==> config.mk <==
export PLATFORM = sky130hd
export DESIGN_NAME = t09_lcd_cmd_sequencer
export DESIGN_NICKNAME = d
export VERILOG_FILES = /design/src/rtl/t09_lcd_pkg.sv /design/src/rtl/t09_lcd_byte_writer.sv /design/src/rtl/t09_lcd_cmd_sequencer.sv
export SDC_FILE = /design/constraint.sdc
export NUM_CORES = 1
export LEC_CHECK = 0
export BUFFER_PORTS_ARGS = -buffer_cell sky130_fd_sc_hd__buf_2
export CAP_MARGIN = 20
export CORE_MARGIN = 2
export CORE_UTILIZATION = 36
export CTS_CLUSTER_DIAMETER = 100
export CTS_CLUSTER_SIZE = 40
export DETAILED_ROUTE_END_ITERATION = 6
export PLACE_DENSITY = 0.63
export SYNTH_ARGS = -nofsm -noshare
export SYNTH_HDL_FRONTEND = slang
export SYNTH_SLANG_ARGS = --single-unit
==> constraint.sdc <==
create_clock -name clk -period 3.4 [get_ports clk]
set_input_delay 0.68 -clock clk [delete_from_list [all_inputs] [get_ports clk]]
set_output_delay 0.68 -clock clk [all_outputs]
set_load 0.05 [all_outputs]
==> src/rtl/t09_lcd_pkg.sv <==
// t09_lcd_pkg
// Shared definitions for the LCD command sequencer:
//   - ILI9341-class opcodes and the RGB565 pixel-format argument
//   - init ROM entry type and the init ROM itself
//   - sequencer state enum and transaction kind
package t09_lcd_pkg;

  localparam logic [7:0] OP_SWRESET = 8'h01;
  localparam logic [7:0] OP_SLPOUT  = 8'h11;
  localparam logic [7:0] OP_COLMOD  = 8'h3A;
  localparam logic [7:0] OP_DISPON  = 8'h29;
  localparam logic [7:0] OP_CASET   = 8'h2A;
  localparam logic [7:0] OP_PASET   = 8'h2B;
  localparam logic [7:0] OP_RAMWR   = 8'h2C;
  localparam logic [7:0] PIXFMT_565 = 8'h55;

  localparam int INIT_LEN = 5;
  localparam int HDR_LEN  = 11;

  // Which power-up delay (if any) follows an init byte
  typedef enum logic [1:0] {
    DLY_NONE,
    DLY_RST,
    DLY_SLP
  } dly_sel_e;

  typedef struct packed {
    logic     is_data;
    logic [7:0] data_byte;
    dly_sel_e delay_sel;
  } init_entry_t;

  localparam init_entry_t INIT_ROM [INIT_LEN] = '{
    '{1'b0, OP_SWRESET, DLY_RST},
    '{1'b0, OP_SLPOUT,  DLY_SLP},
    '{1'b0, OP_COLMOD,  DLY_NONE},
    '{1'b1, PIXFMT_565, DLY_NONE},
    '{1'b0, OP_DISPON,  DLY_NONE}
  };

  typedef enum logic [1:0] {
    ST_IDLE,
    ST_SEND,
    ST_WAIT,
    ST_DONE
  } seq_state_e;

  typedef enum logic {
    TXN_INIT,
    TXN_UPDATE
  } txn_kind_e;

endpackage

==> src/rtl/t09_lcd_byte_writer.sv <==
// t09_lcd_byte_writer
// Two-phase 8080 write strobe generator. A byte accepted on start_i is
// driven for two cycles: phase 0 with wr_n low, phase 1 with wr_n high.
// Data and dcx are held steady across both phases (and afterwards).
// Ports:
//   clk, nrst  : clock, async active-low reset
//   start_i    : launch a byte (honoured only while ready_o is high)
//   byte_i     : byte to write
//   dcx_i      : 0 = command, 1 = data
//   ready_o    : high in idle and in phase 1, so bytes can run back-to-back
//   wr_n_o, dcx_o, data_o : registered LCD bus outputs
module t09_lcd_byte_writer (
  input  logic       clk,
  input  logic       nrst,
  input  logic       start_i,
  input  logic [7:0] byte_i,
  input  logic       dcx_i,
  output logic       ready_o,
  output logic       wr_n_o,
  output logic       dcx_o,
  output logic [7:0] data_o
);

  logic       wr_n_q, wr_n_d;
  logic       dcx_q, dcx_d;
  logic [7:0] data_q, data_d;

  // wr_n low marks phase 0; any other cycle can launch the next byte,
  // which lets phase 1 of one byte abut phase 0 of the next.
  assign ready_o = wr_n_q;

  // Next-state: launch a new byte, or finish phase 0 by raising wr_n
  always_comb begin
    wr_n_d = wr_n_q;
    dcx_d  = dcx_q;
    data_d = data_q;
    if (start_i && wr_n_q) begin
      wr_n_d = 1'b0;
      dcx_d  = dcx_i;
      data_d = byte_i;
    end else if (!wr_n_q) begin
      wr_n_d = 1'b1;
    end
  end

  // Bus registers; reset leaves the bus idle with dcx high and data zero
  always_ff @(posedge clk or negedge nrst) begin
    if (!nrst) begin
      wr_n_q <= 1'b1;
      dcx_q  <= 1'b1;
      data_q <= 8'h00;
    end else begin
      wr_n_q <= wr_n_d;
      dcx_q  <= dcx_d;
      data_q <= data_d;
    end
  end

  assign wr_n_o = wr_n_q;
  assign dcx_o  = dcx_q;
  assign data_o = data_q;

endmodule

==> src/rtl/t09_lcd_cmd_sequencer.sv <==
// t09_lcd_cmd_sequencer
// Responder between the game FSM and an 8080-style LCD bus. Runs the
// power-up init sequence or paints one CELL_PX x CELL_PX cell, then
// pulses cmd_done for one cycle.
// Ports:
//   clk, nrst             : clock, async active-low reset
//   init_cycle, en_update : level requests (init has priority)
//   cell_x, cell_y, color : cell position and RGB565 colour, latched on accept
//   cmd_done              : one-cycle completion pulse
//   busy                  : transaction in progress
//   lcd_cs_n, lcd_wr_n, lcd_dcx, lcd_data : LCD bus
module t09_lcd_cmd_sequencer #(
  parameter int CELL_PX     = 10,
  parameter int RST_DLY_CYC = 1_200_000,
  parameter int SLP_DLY_CYC = 1_200_000
) (
  input  logic        clk,
  input  logic        nrst,
  input  logic        init_cycle,
  input  logic        en_update,
  input  logic [4:0]  cell_x,
  input  logic [4:0]  cell_y,
  input  logic [15:0] color,
  output logic        cmd_done,
  output logic        busy,
  output logic        lcd_cs_n,
  output logic        lcd_wr_n,
  output logic        lcd_dcx,
  output logic [7:0]  lcd_data
);

  import t09_lcd_pkg::*;

  localparam logic [8:0]  NPIX    = 9'(CELL_PX * CELL_PX);
  localparam logic [15:0] PX16    = 16'(CELL_PX);
  localparam logic [23:0] RST_DLY = 24'(RST_DLY_CYC);
  localparam logic [23:0] SLP_DLY = 24'(SLP_DLY_CYC);

  seq_state_e  state_q;
  txn_kind_e   kind_q;
  logic [3:0]  idx_q;
  logic [8:0]  pix_q;
  logic        lo_q;
  logic [23:0] dly_q;
  dly_sel_e    pend_q;
  logic [4:0]  cx_q, cy_q;
  logic [15:0] col_q;
  logic        busy_q, cs_n_q, done_q;

  logic [15:0] xs, xe, ys, ye;
  logic        have_next, nxt_dcx, wait_needed;
  logic [7:0]  nxt_byte;
  logic [3:0]  idx_adv;
  logic [8:0]  pix_adv;
  logic        lo_adv;
  dly_sel_e    pend_adv;
  logic        wr_start, wr_dcx, wr_ready;
  logic [7:0]  wr_byte;

  function automatic logic [23:0] dly_of(input dly_sel_e sel);
    case (sel)
      DLY_RST: dly_of = RST_DLY;
      DLY_SLP: dly_of = SLP_DLY;
      default: dly_of = 24'd0;
    endcase
  endfunction

  // Header byte i of an UPDATE as {dcx, byte}
  function automatic logic [8:0] hdr_entry(input logic [3:0] i,
                                           input logic [15:0] x0, input logic [15:0] x1,
                                           input logic [15:0] y0, input logic [15:0] y1);
    case (i)
      4'd0:    hdr_entry = {1'b0, OP_CASET};
      4'd1:    hdr_entry = {1'b1, x0[15:8]};
      4'd2:    hdr_entry = {1'b1, x0[7:0]};
      4'd3:    hdr_entry = {1'b1, x1[15:8]};
      4'd4:    hdr_entry = {1'b1, x1[7:0]};
      4'd5:    hdr_entry = {1'b0, OP_PASET};
      4'd6:    hdr_entry = {1'b1, y0[15:8]};
      4'd7:    hdr_entry = {1'b1, y0[7:0]};
      4'd8:    hdr_entry = {1'b1, y1[15:8]};
      4'd9:    hdr_entry = {1'b1, y1[7:0]};
      default: hdr_entry = {1'b0, OP_RAMWR};
    endcase
  endfunction

  // Next byte of the current list, and the counter values after issuing it.
  // idx_q/pix_q/lo_q always point at the byte still to be sent.
  always_comb begin
    xs = 16'(cx_q) * PX16;
    xe = xs + PX16 - 16'd1;
    ys = 16'(cy_q) * PX16;
    ye = ys + PX16 - 16'd1;

    have_next = 1'b0;
    nxt_byte  = 8'h00;
    nxt_dcx   = 1'b1;
    idx_adv   = idx_q;
    pix_adv   = pix_q;
    lo_adv    = lo_q;
    pend_adv  = DLY_NONE;

    if (kind_q == TXN_INIT) begin
      if (idx_q < 4'(INIT_LEN)) begin
        have_next = 1'b1;
        nxt_byte  = INIT_ROM[idx_q[2:0]].data_byte;
        nxt_dcx   = INIT_ROM[idx_q[2:0]].is_data;
        idx_adv   = idx_q + 4'd1;
        pend_adv  = INIT_ROM[idx_q[2:0]].delay_sel;
      end
    end else if (idx_q < 4'(HDR_LEN)) begin
      have_next         = 1'b1;
      {nxt_dcx, nxt_byte} = hdr_entry(idx_q, xs, xe, ys, ye);
      idx_adv           = idx_q + 4'd1;
    end else if (pix_q < NPIX) begin
      have_next = 1'b1;
      nxt_byte  = lo_q ? col_q[7:0] : col_q[15:8];
      nxt_dcx   = 1'b1;
      lo_adv    = ~lo_q;
      pix_adv   = lo_q ? pix_q + 9'd1 : pix_q;
    end

    // A zero-length delay is skipped entirely
    wait_needed = (pend_q != DLY_NONE) && (dly_of(pend_q) != 24'd0);
  end

  // Writer launch. In IDLE/DONE the first byte goes out on the accepting
  // edge itself, so byte i lands in cycles E0+2i and E0+2i+1.
  always_comb begin
    wr_start = 1'b0;
    wr_byte  = nxt_byte;
    wr_dcx   = nxt_dcx;
    case (state_q)
      ST_IDLE, ST_DONE: begin
        if (init_cycle) begin
          wr_start = 1'b1;
          wr_byte  = INIT_ROM[0].data_byte;
          wr_dcx   = INIT_ROM[0].is_data;
        end else if (en_update) begin
          wr_start = 1'b1;
          wr_byte  = OP_CASET;
          wr_dcx   = 1'b0;
        end
      end
      ST_SEND: wr_start = wr_ready && have_next && !wait_needed;
      ST_WAIT: wr_start = (dly_q == 24'd0) && have_next;
      default: wr_start = 1'b0;
    endcase
  end

  t09_lcd_byte_writer u_writer (
    .clk     (clk),
    .nrst    (nrst),
    .start_i (wr_start),
    .byte_i  (wr_byte),
    .dcx_i   (wr_dcx),
    .ready_o (wr_ready),
    .wr_n_o  (lcd_wr_n),
    .dcx_o   (lcd_dcx),
    .data_o  (lcd_data)
  );

  // Sequencer FSM. DONE samples requests like IDLE so a held request is
  // re-accepted on the edge that ends the cmd_done cycle.
  always_ff @(posedge clk or negedge nrst) begin
    if (!nrst) begin
      state_q <= ST_IDLE;
      kind_q  <= TXN_INIT;
      idx_q   <= 4'd0;
      pix_q   <= 9'd0;
      lo_q    <= 1'b0;
      dly_q   <= 24'd0;
      pend_q  <= DLY_NONE;
      cx_q    <= 5'd0;
      cy_q    <= 5'd0;
      col_q   <= 16'd0;
      busy_q  <= 1'b0;
      cs_n_q  <= 1'b1;
      done_q  <= 1'b0;
    end else begin
      case (state_q)
        ST_IDLE, ST_DONE: begin
          done_q <= 1'b0;
          if (init_cycle) begin
            state_q <= ST_SEND;
            kind_q  <= TXN_INIT;
            idx_q   <= 4'd1;
            pend_q  <= INIT_ROM[0].delay_sel;
            busy_q  <= 1'b1;
            cs_n_q  <= 1'b0;
          end else if (en_update) begin
            state_q <= ST_SEND;
            kind_q  <= TXN_UPDATE;
            idx_q   <= 4'd1;
            pix_q   <= 9'd0;
            lo_q    <= 1'b0;
            pend_q  <= DLY_NONE;
            cx_q    <= cell_x;
            cy_q    <= cell_y;
            col_q   <= color;
            busy_q  <= 1'b1;
            cs_n_q  <= 1'b0;
          end else begin
            state_q <= ST_IDLE;
            busy_q  <= 1'b0;
            cs_n_q  <= 1'b1;
          end
        end
        ST_SEND: begin
          if (wr_ready) begin
            if (wait_needed) begin
              state_q <= ST_WAIT;
              dly_q   <= dly_of(pend_q) - 24'd1;
              pend_q  <= DLY_NONE;
            end else if (have_next) begin
              idx_q  <= idx_adv;
              pix_q  <= pix_adv;
              lo_q   <= lo_adv;
              pend_q <= pend_adv;
            end else begin
              state_q <= ST_DONE;
              done_q  <= 1'b1;
              cs_n_q  <= 1'b1;
            end
          end
        end
        ST_WAIT: begin
          if (dly_q == 24'd0) begin
            state_q <= ST_SEND;
            idx_q   <= idx_adv;
            pix_q   <= pix_adv;
            lo_q    <= lo_adv;
            pend_q  <= pend_adv;
          end else begin
            dly_q <= dly_q - 24'd1;
          end
        end
        default: state_q <= ST_IDLE;
      endcase
    end
  end

  assign cmd_done = done_q;
  assign busy     = busy_q;
  assign lcd_cs_n = cs_n_q;

endmodule

==> impl_metrics.env, run 1 <==
export IMPL_grt_overflow_total=0
export IMPL_grt_start_max_net_pins=83
export IMPL_first_iter_violations=445
export IMPL_routed_via_density=5.76
export IMPL_yosysMostFrequentCell="dfrtp_1"
export IMPL_power_leakage_nw=2.54
export IMPL_routed_wl_mm=12.7
export IMPL_crit_fanout=11
export IMPL_critPathTopFamily="compound AO/OA/AOI/OAI gates"
export IMPL_fillers=1326
export IMPL_wl_per_cell_um=16.5
export IMPL_cp_arrival_ps=2980
export IMPL_ys_top_cells_by_count="dfrtp_1, nand2_1, nor2_1"
export IMPL_syn_avg_cell_area_um2=9.39
export IMPL_rsz0062_at_grt="false"
export IMPL_initial_utilization_pct=37.1
export IMPL_worst_ep_required_time_ps=3660
export IMPL_outcome="finished, final reports clean"
export IMPL_fin_skew_ps=6.27
export IMPL_clockBufferDepth=2
export IMPL_multiInputGateArea_um2=2940
export IMPL_drv_cap=0
export IMPL_hold_path_class="in -> async"
export IMPL_port_buffers=42
export IMPL_drc_errors=0
export IMPL_grt_pass1_wl_mm=21.5
export IMPL_cts_sinks=82
export IMPL_clk_pin_slew_ps=70
export IMPL_cp_startpoint="idx_q[0]"
export IMPL_async_reset_ff_share_pct=100
export IMPL_finalSetupViolations=0
export IMPL_syn_inst=550
export IMPL_antenna_found_initial=0
export IMPL_die_h_um=124
export IMPL_gp_congestion=0.914
export IMPL_start_kind="flop"
export IMPL_syn_area_um2=5160
export IMPL_hold_violations=0
export IMPL_fin_nets=640
export IMPL_synth_area_leaders="dfrtp_1, mux2_2, ha_1, nand2_1, o21ai_0"
export IMPL_drv_slew=0
export IMPL_max_slew_margin_pct=37.4
export IMPL_ir_drop_mv=0.637
export IMPL_antenna_left=0
export IMPL_syn_nets=606
export IMPL_grt_usage_pct=18.0
export IMPL_first_pass_iters=5
export IMPL_ys_seq_area_share_pct=39.8
export IMPL_seq_area_um2=2060
export IMPL_drive_gt1_share_pct=18.0
export IMPL_synth_flop_cell="dfrtp_1"
export IMPL_slowest_delay_ps=480
export IMPL_design_die_area_um2=15300
export IMPL_core_area_um2=13900
export IMPL_setup_tns_final_ps=0
export IMPL_io_pins=43
export IMPL_yosysUniqueCellTypes=65
export IMPL_grt_pass1_vias=4396
export IMPL_die_w_um=124
export IMPL_ctsHoldBuffers=0
export IMPL_cp_slowest_cell="o41ai_2"
export IMPL_synth_top_area_share_pct=38.3
export IMPL_yosys_warnings=0
export IMPL_synth_edf_count=0
export IMPL_antenna_cells=0
export IMPL_clk_latency_ps=350
export IMPL_cts_tree="built"
export IMPL_synth_area_leader_cell="dfrtp_1"
export IMPL_crit_type="reg -> reg"
export IMPL_post_cts_setup_buffers=0
export IMPL_cts_buffers=9
export IMPL_fin_crit_sh_pct=80.0
export IMPL_worst_pin_slew_ps=935
export IMPL_crit_chain="ha_1, o21ai_1, a21oi_1, o41ai_2, o21ai_0, nor2_1, mux2i_1"
export IMPL_post_route_util_pct=42.3
export IMPL_rows=43
export IMPL_cts_resized=0
export IMPL_dr_total_vias=4433
export IMPL_crit_buf_inv=0
export IMPL_clock_root_buffer="clkbuf_16"
export IMPL_htreeDepth=3
export IMPL_area_growth_syn_to_layout_pct=14.2
export IMPL_setup_worst_path_end_class="flop"
export IMPL_fin_crit_ps=2720
export IMPL_max_freq_mhz=368
export IMPL_pwr_density_cell_nw_per_um2=1150
export IMPL_r2r_start="idx_q[0]"
export IMPL_dpl_hpwl_mm=9.23
export IMPL_ys_seq_elements=82
[layout by cell type, fill, tap and decap left out, types with 5 or more instances in the layout]
cell type	instances
nor4_1	11
buf_2	41
nand3_1	15
o31ai_1	6
a21o_1	6
ha_1	24
nor2_1	36
o21ai_0	32
nor2b_1	11
a31oi_1	6
nand4_1	6
nand2_1	66
clkbuf_16	9
buf_4	7
or3_1	6
and3_1	5
inv_1	17
nor3_1	16
a2bb2oi_1	7
xor2_1	12
xnor2_1	14
a22o_1	5
dfrtp_1	79
mux2_2	28
mux2i_1	15
a21oi_1	26
[flip-flops by register name (all words and copies together) (netlist names)]
| signal | cells |
|---|---|
| cmd_done | 1 |
| cy_q | 5 |
| state_q | 2 |
| pix_q | 9 |
| lo_q | 1 |
| dly_q | 24 |
| u_writer.ready_o | 1 |
| busy | 1 |
| pend_q | 2 |
| u_writer.dcx_o | 1 |
| idx_q | 4 |
| lcd_cs_n | 1 |
| kind_q | 1 |
| col_q | 16 |
| u_writer.data_o | 8 |
| cx_q | 5 |
[per-stage QoR]
stage / worst slack (ps) / hold WS [ps] / cell area (um^2) / cells / total power, W
2_1_floorplan: 1010 / 384 / 5160 / 550 / 0.00472
3_3_place_gp: 835 / 480 / 5550 / 752 / 0.00558
3_5_place_dp: 668 / 480 / 5550 / 752 / 0.00566
4_1_cts: 660 / 496 / 5870 / 768 / 0.00677
5_1_grt: 361 / 312 / 5900 / 769 / 0.00732
6_report: 681 / 289 / 5900 / 769 / 0.00677
[power breakdown]
group	switching, W	total [W]	leakage [nW]	internal, W
clock	0.000426	0.00108	0.157	0.000650
combinational	0.00229	0.00383	1.41	0.00154
sequential	0.000456	0.00186	0.980	0.00141
[worst reg2reg max path, cell delays in order, from the launching register on]
cell	delay (ps)
dfrtp_1	420
ha_1	360
o21ai_1	350
a21oi_1	140
o41ai_2	480
o21ai_0	350
nor2_1	310
mux2i_1	240
[worst paths after layout]
kind | endpoint | slack [ps] | cells after the start
max | idx_q[0] | 680 | 7
min | dly_q[23] | 290 | 1
max reg2reg | idx_q[0] | 680 | 7
min reg2reg | u_writer.dcx_o | 500 | 2
max in group asynchronous | u_writer.dcx_o | 2460 | 2
min in group clk | u_writer.dcx_o | 500 | 2
[cells by family after synthesis]
family / Yosys count / share of synthesized area [%]
xor gates and xnor gates: 26 / 4.41
DFF: 82 / 39.8
and+or+nand+nor: 194 / 18.6
adders and majority gates: 26 / 6.59
AOI/OAI and AO/OA: 136 / 18.4
muxes: 43 / 9.01
buffers and inverters: 43 / 3.20
[layer usage]
| metal | vias up | GRT usage [%] | wire [um] |
|---|---|---|---|
| met5 | - | 0 | 0 |
| met3 | 25 | 4.90 | 779 |
| met1 | 2142 | 23.0 | 5580 |
| met4 | 0 | 7.74 | 342 |
| li1 | 2095 | - | - |
| met2 | 171 | 28.7 | 5960 |
[layout make-up]
cell class              count  share of cell area (%)
clock inverters             7                    1.68
clock buffers               9                    3.82
well taps                 180                    3.82
flip-flops and latches     82                    34.9
inverters                  17                    1.08
multi-input cells         425                    49.9
repair buffers             49                    4.84
Note: power is estimated with default switching activity, not from simulation.
==> run 2: changes to the inputs <==
ABC_AREA = 1   (was unset)
PLACE_DENSITY = 0.64   (was 0.63)
clock period = 2.5 ns   (was 3.4 ns; I/O delays follow)
==> impl_metrics.env, run 2 <==
export IMPL_synth_edf_count=0
export IMPL_clk_latency_ps=350
export IMPL_fin_crit_sh_pct=93.5
export IMPL_routed_via_density=4.84
export IMPL_preCtsSetupSlack_ps=146
export IMPL_pwr_density_cell_nw_per_um2=451
export IMPL_first_iter_violations=305
export IMPL_syn_inst=737
export IMPL_top_regs="dly_q (24), col_q (16), pix_q (9)"
export IMPL_r2r_start="cx_q[3]"
export IMPL_yosysMostFrequentCell="nand2_1"
export IMPL_critPathTopFamily="adder cells"
export IMPL_wl_per_cell_um=13.1
export IMPL_antenna_cells=0
export IMPL_grt_pass1_wl_mm=22.0
export IMPL_gp_congestion=0.935
export IMPL_power_leakage_nw=3.16
export IMPL_setup_slack_ps=164
export IMPL_reg2reg_depth=12
export IMPL_crit_chain="ha_1, ha_2, fa_2, or2_4, nand3_1, nand2_1, nor2_2, nand4_1, nand2_1, nand2_1, nand2_1, nand2_1"
export IMPL_antenna_found_initial=0
export IMPL_io_pins=43
export IMPL_cp_slowest_cell="fa_2"
export IMPL_syn_area_um2=5320
export IMPL_port_buffers=42
export IMPL_yosys_warnings=0
export IMPL_core_area_um2=14500
export IMPL_drc_errors=0
export IMPL_timing_rr_end="u_writer.data_o[5]"
export IMPL_rows=44
export IMPL_ctsHoldBuffers=0
export IMPL_grt_usage_pct=17.3
export IMPL_syn_avg_cell_area_um2=7.22
export IMPL_synth_area_leaders="dfrtp_1, nand2_1, ha_1, nor2_1, inv_1"
export IMPL_die_w_um=126
export IMPL_hold_violations=0
export IMPL_routed_wl_mm=12.8
export IMPL_outcome="finished, final reports clean"
export IMPL_initial_utilization_pct=36.8
export IMPL_ys_top_cells_by_count="nand2_1, dfrtp_1, nor2_1"
export IMPL_fin_skew_ps=10.0
export IMPL_drive_gt1_share_pct=16.6
export IMPL_fin_crit_ps=2340
export IMPL_syn_nets=793
export IMPL_final_common_cell="nand2_1"
export IMPL_yosysUniqueCellTypes=47
export IMPL_antenna_left=0
export IMPL_cts_tree="built"
export IMPL_drv_cap=0
export IMPL_synth_flop_cell="dfrtp_1"
export IMPL_largest_reg_flops=24
export IMPL_cp_arrival_ps=2590
export IMPL_grt_overflow_total=0
export IMPL_fin_nets=847
export IMPL_async_reset_ff_share_pct=100
export IMPL_clk_pin_slew_ps=70
export IMPL_synth_top_area_share_pct=37.1
export IMPL_synth_area_leader_cell="dfrtp_1"
export IMPL_setup_tns_final_ps=0
export IMPL_worst_ep_required_time_ps=2750
export IMPL_reg2reg_slack_ps=160
export IMPL_drv_slew=0
export IMPL_crit_type="reg -> reg"
export IMPL_crit_buf_inv=0
export IMPL_worst_pin_slew_ps=473
export IMPL_finalSetupViolations=0
export IMPL_area_growth_syn_to_layout_pct=16.4
export IMPL_crit_top_cell="nand2_1"
export IMPL_dpl_hpwl_mm=9.71
export IMPL_cts_sinks=82
export IMPL_slowest_delay_ps=490
export IMPL_ys_seq_elements=82
export IMPL_setup_worst_path_end_class="flop"
export IMPL_start_kind="flop"
export IMPL_design_die_area_um2=15800
export IMPL_largest_register="dly_q"
export IMPL_max_slew_margin_pct=68.4
export IMPL_hold_path_class="in -> async"
export IMPL_fin_cells=980
export IMPL_die_h_um=126
export IMPL_cts_buffers=9
export IMPL_dr_total_vias=4739
export IMPL_placed_cells=961
export IMPL_holdWs_ps=83.6
export IMPL_first_pass_iters=4
export IMPL_final_cell_mix="nand2_1, dfrtp_1, nor2_1"
export IMPL_grt_start_max_net_pins=52
export IMPL_max_freq_mhz=428
export IMPL_grt_pass1_vias=4499
export IMPL_ys_seq_area_share_pct=38.6
export IMPL_crit_fanout=4
export IMPL_clock_root_buffer="clkbuf_16"
export IMPL_htreeDepth=3
export IMPL_post_route_util_pct=42.8
export IMPL_clockBufferDepth=2
export IMPL_ir_drop_mv=0.336
-- run 2: cell types whose count changed in the layout (fill, tap and decap cells not counted), moves of 13 or more --
| cell | previous run | this run |
|---|---|---|
| o21ai_1 | 1 | 17 |
| mux2i_1 | 15 | 2 |
| nor2_1 | 36 | 72 |
| nand2_1 | 66 | 243 |
| nand3_1 | 15 | 39 |
| inv_1 | 17 | 68 |
| mux2_2 | 28 | 0 |
-- run 2: final cells by class --
cell class	instances	area (um^2)
Clock buffer	13	270
Clock inverter	3	46.3
Fill cell	1513	8280
Inverter	81	307
Multi-Input combinational cell	557	2930
Sequential cell	82	2060
Tap cell	184	230
Timing Repair Buffer	60	360
-- run 2: logic make-up after synthesis --
kind of cell | after synthesis | synth area share [%]
fa+ha+maj | 26 | 6.39
simple gates | 406 | 32.8
buf+inv | 98 | 7.36
flops | 82 | 38.6
compound gates | 102 | 10.9
xor+xnor | 21 | 3.60
mux | 2 | 0.376
-- run 2: report_power, final --
group	total [W]	leakage [nW]	internal [W]	switching, W
clock network	0.00142	0.152	0.000858	0.000558
logic	0.0000528	2.03	0.0000196	0.0000333
registers	0.00133	0.979	0.00133	0
-- run 2: worst max path at each step --
stage	slack, ps	depth (start not counted)	start	endpoint
after floorplan	250	15	cx_q[1]	u_writer.data_o[0]
after global placement	180	15	cy_q[1]	u_writer.data_o[0]
after detailed placement	150	12	cx_q[1]	u_writer.data_o[5]
after CTS	140	12	cx_q[1]	u_writer.data_o[5]
after global routing	-30	12	cx_q[3]	u_writer.data_o[5]
final	160	12	cx_q[3]	u_writer.data_o[5]
-- run 2: stage by stage --
step                      instance area (um^2)  power (W)
after floorplan                           5320    0.00135
after global placement                    5810    0.00141
after detailed placement                  5810    0.00141
after CTS                                 6120    0.00283
after global routing                      6200    0.00288
final                                     6200    0.00280
-- run 2: metal layers --
layer	GRT usage [%]	wire, um
met5	0	0
met4	6.80	246
met3	2.95	452
met2	27.1	5900
met1	23.9	6210
-- run 2: what timing repair did --
item                                    CTS  global route
resized for setup                         0            12
endpoints found under the setup margin    0             5
endpoints found under the hold margin     0             0
buffers inserted                          0             3
==> run 3: changes to the inputs <==
PLACE_DENSITY = 0.63   (was 0.64)
clock period = 2.68 ns   (was 2.5 ns; I/O delays follow)
==> impl_metrics.env, run 3 (synthesis gave the netlist of run 2 again) <==
export IMPL_grt_start_max_net_pins=44
export IMPL_outcome="finished, final reports clean"
export IMPL_drv_slew=0
export IMPL_dpl_hpwl_mm=9.49
export IMPL_fin_crit_sh_pct=88.9
export IMPL_die_h_um=126
export IMPL_ir_drop_mv=0.318
export IMPL_wl_per_cell_um=13.0
export IMPL_max_freq_mhz=420
export IMPL_port_buffers=42
export IMPL_antenna_cells=0
export IMPL_first_iter_violations=341
export IMPL_drv_cap=0
export IMPL_fin_crit_ps=2380
export IMPL_first_pass_iters=5
export IMPL_clk_pin_slew_ps=70
export IMPL_cp_arrival_ps=2670
export IMPL_hold_path_class="in -> async"
export IMPL_reg2reg_slack_ps=300
export IMPL_timing_rr_end="u_writer.data_o[0]"
export IMPL_crit_chain="ha_1, ha_1, fa_2, nand3_2, nor2_1, nand3_1, nand2_1, nand2_1, nand3_1, nand2_1, nand2_1, nand2_1, nand2_1, nand2_1, nand2_1"
export IMPL_start_kind="flop"
export IMPL_clock_root_buffer="clkbuf_16"
export IMPL_cp_slowest_cell="fa_2"
export IMPL_largest_reg_flops=24
export IMPL_antenna_left=0
export IMPL_routed_via_density=4.91
export IMPL_die_w_um=126
export IMPL_grt_pass1_vias=4497
export IMPL_crit_top_cell="nand2_1"
export IMPL_final_common_cell="nand2_1"
export IMPL_fin_skew_ps=12.5
export IMPL_htreeDepth=3
export IMPL_io_pins=43
export IMPL_slowest_delay_ps=580
export IMPL_area_growth_syn_to_layout_pct=14.1
export IMPL_grt_overflow_total=0
export IMPL_fin_nets=840
export IMPL_reg2reg_depth=15
export IMPL_crit_fanout=4
export IMPL_crit_type="reg -> reg"
export IMPL_routed_wl_mm=12.6
export IMPL_pwr_density_cell_nw_per_um2=411
export IMPL_r2r_start="cy_q[1]"
export IMPL_worst_ep_required_time_ps=2970
export IMPL_initial_utilization_pct=36.8
export IMPL_design_die_area_um2=15800
export IMPL_clk_latency_ps=350
export IMPL_setup_slack_ps=298
export IMPL_largest_register="dly_q"
export IMPL_grt_usage_pct=17.0
export IMPL_top_regs="dly_q (24), col_q (16), pix_q (9)"
export IMPL_final_cell_mix="nand2_1, dfrtp_1, nor2_1"
export IMPL_dr_total_vias=4779
export IMPL_rows=44
export IMPL_worst_pin_slew_ps=643
export IMPL_finalSetupViolations=0
export IMPL_max_slew_margin_pct=57.1
export IMPL_grt_pass1_wl_mm=21.8
export IMPL_core_area_um2=14500
export IMPL_hold_violations=0
export IMPL_power_leakage_nw=3.11
export IMPL_preCtsSetupSlack_ps=300
export IMPL_setup_worst_path_end_class="flop"
export IMPL_gp_congestion=0.939
export IMPL_drc_errors=0
export IMPL_rsz0062_at_grt="false"
export IMPL_clockBufferDepth=2
export IMPL_drive_gt1_share_pct=15.0
export IMPL_antenna_found_initial=0
export IMPL_setup_tns_final_ps=0
export IMPL_post_cts_setup_buffers=0
export IMPL_cts_sinks=82
export IMPL_cts_tree="built"
export IMPL_cts_buffers=9
## run 3: report_power, final
group	internal, W	switching [W]
logic	0.0000181	0.0000307
registers	0.00124	0
clock network	0.000644	0.000565
total	0.00190	0.000595
## run 3: layout make-up
cell class	instances	area (um^2)
fill	1501	8410
inverter	81	307
clock inverter	7	61.3
clock buffer	9	225
multi-input combinational	557	2890
timing repair buffer	53	308
sequential	82	2060
tap	184	230
## run 3: repair_timing
action / CTS / global route
hold buffers: 0 / 0
setup endpoints to repair: 0 / 1
resized for setup: 0 / 2
## run 3: worst max path at each step
stage / start / to / slack (ps) / cells past startpoint
after global routing: cy_q[1] / u_writer.data_o[0] / 30 / 15
after floorplan: cx_q[1] / u_writer.data_o[0] / 430 / 15
after global placement: cy_q[1] / u_writer.data_o[0] / 360 / 15
after CTS: cy_q[1] / u_writer.data_o[0] / 270 / 15
final: cy_q[1] / u_writer.data_o[0] / 300 / 15
after detailed placement: cy_q[1] / u_writer.data_o[0] / 300 / 15
## run 3: routing by layer
metal	up-vias	wire [um]	GRT usage, %
li1	2451	-	-
met1	2189	6070	23.4
met2	121	5710	27.0
met3	18	636	3.51
met4	0	215	5.42
met5	-	0	0
## run 3: worst max-delay path, delay by kind of cell, from the launching register on
kind	cells	cell delay, ps
adders and majority gates	3	1110
DFF	1	410
and+or+nand+nor	12	790
## run 3: per-stage QoR
step | instances | hold slack [ps] | total power (W) | instance area, um^2 | utilization, %
after global routing | 973 | 217 | 0.00259 | 6070 | 41.9
after floorplan | 737 | 240 | 0.00126 | 5320 | -
after global placement | 957 | 454 | 0.00131 | 5780 | 39.9
after detailed placement | 957 | 459 | 0.00131 | 5780 | 39.9
final | 973 | 168 | 0.00249 | 6070 | 41.9
after CTS | 973 | 197 | 0.00253 | 6060 | 41.9
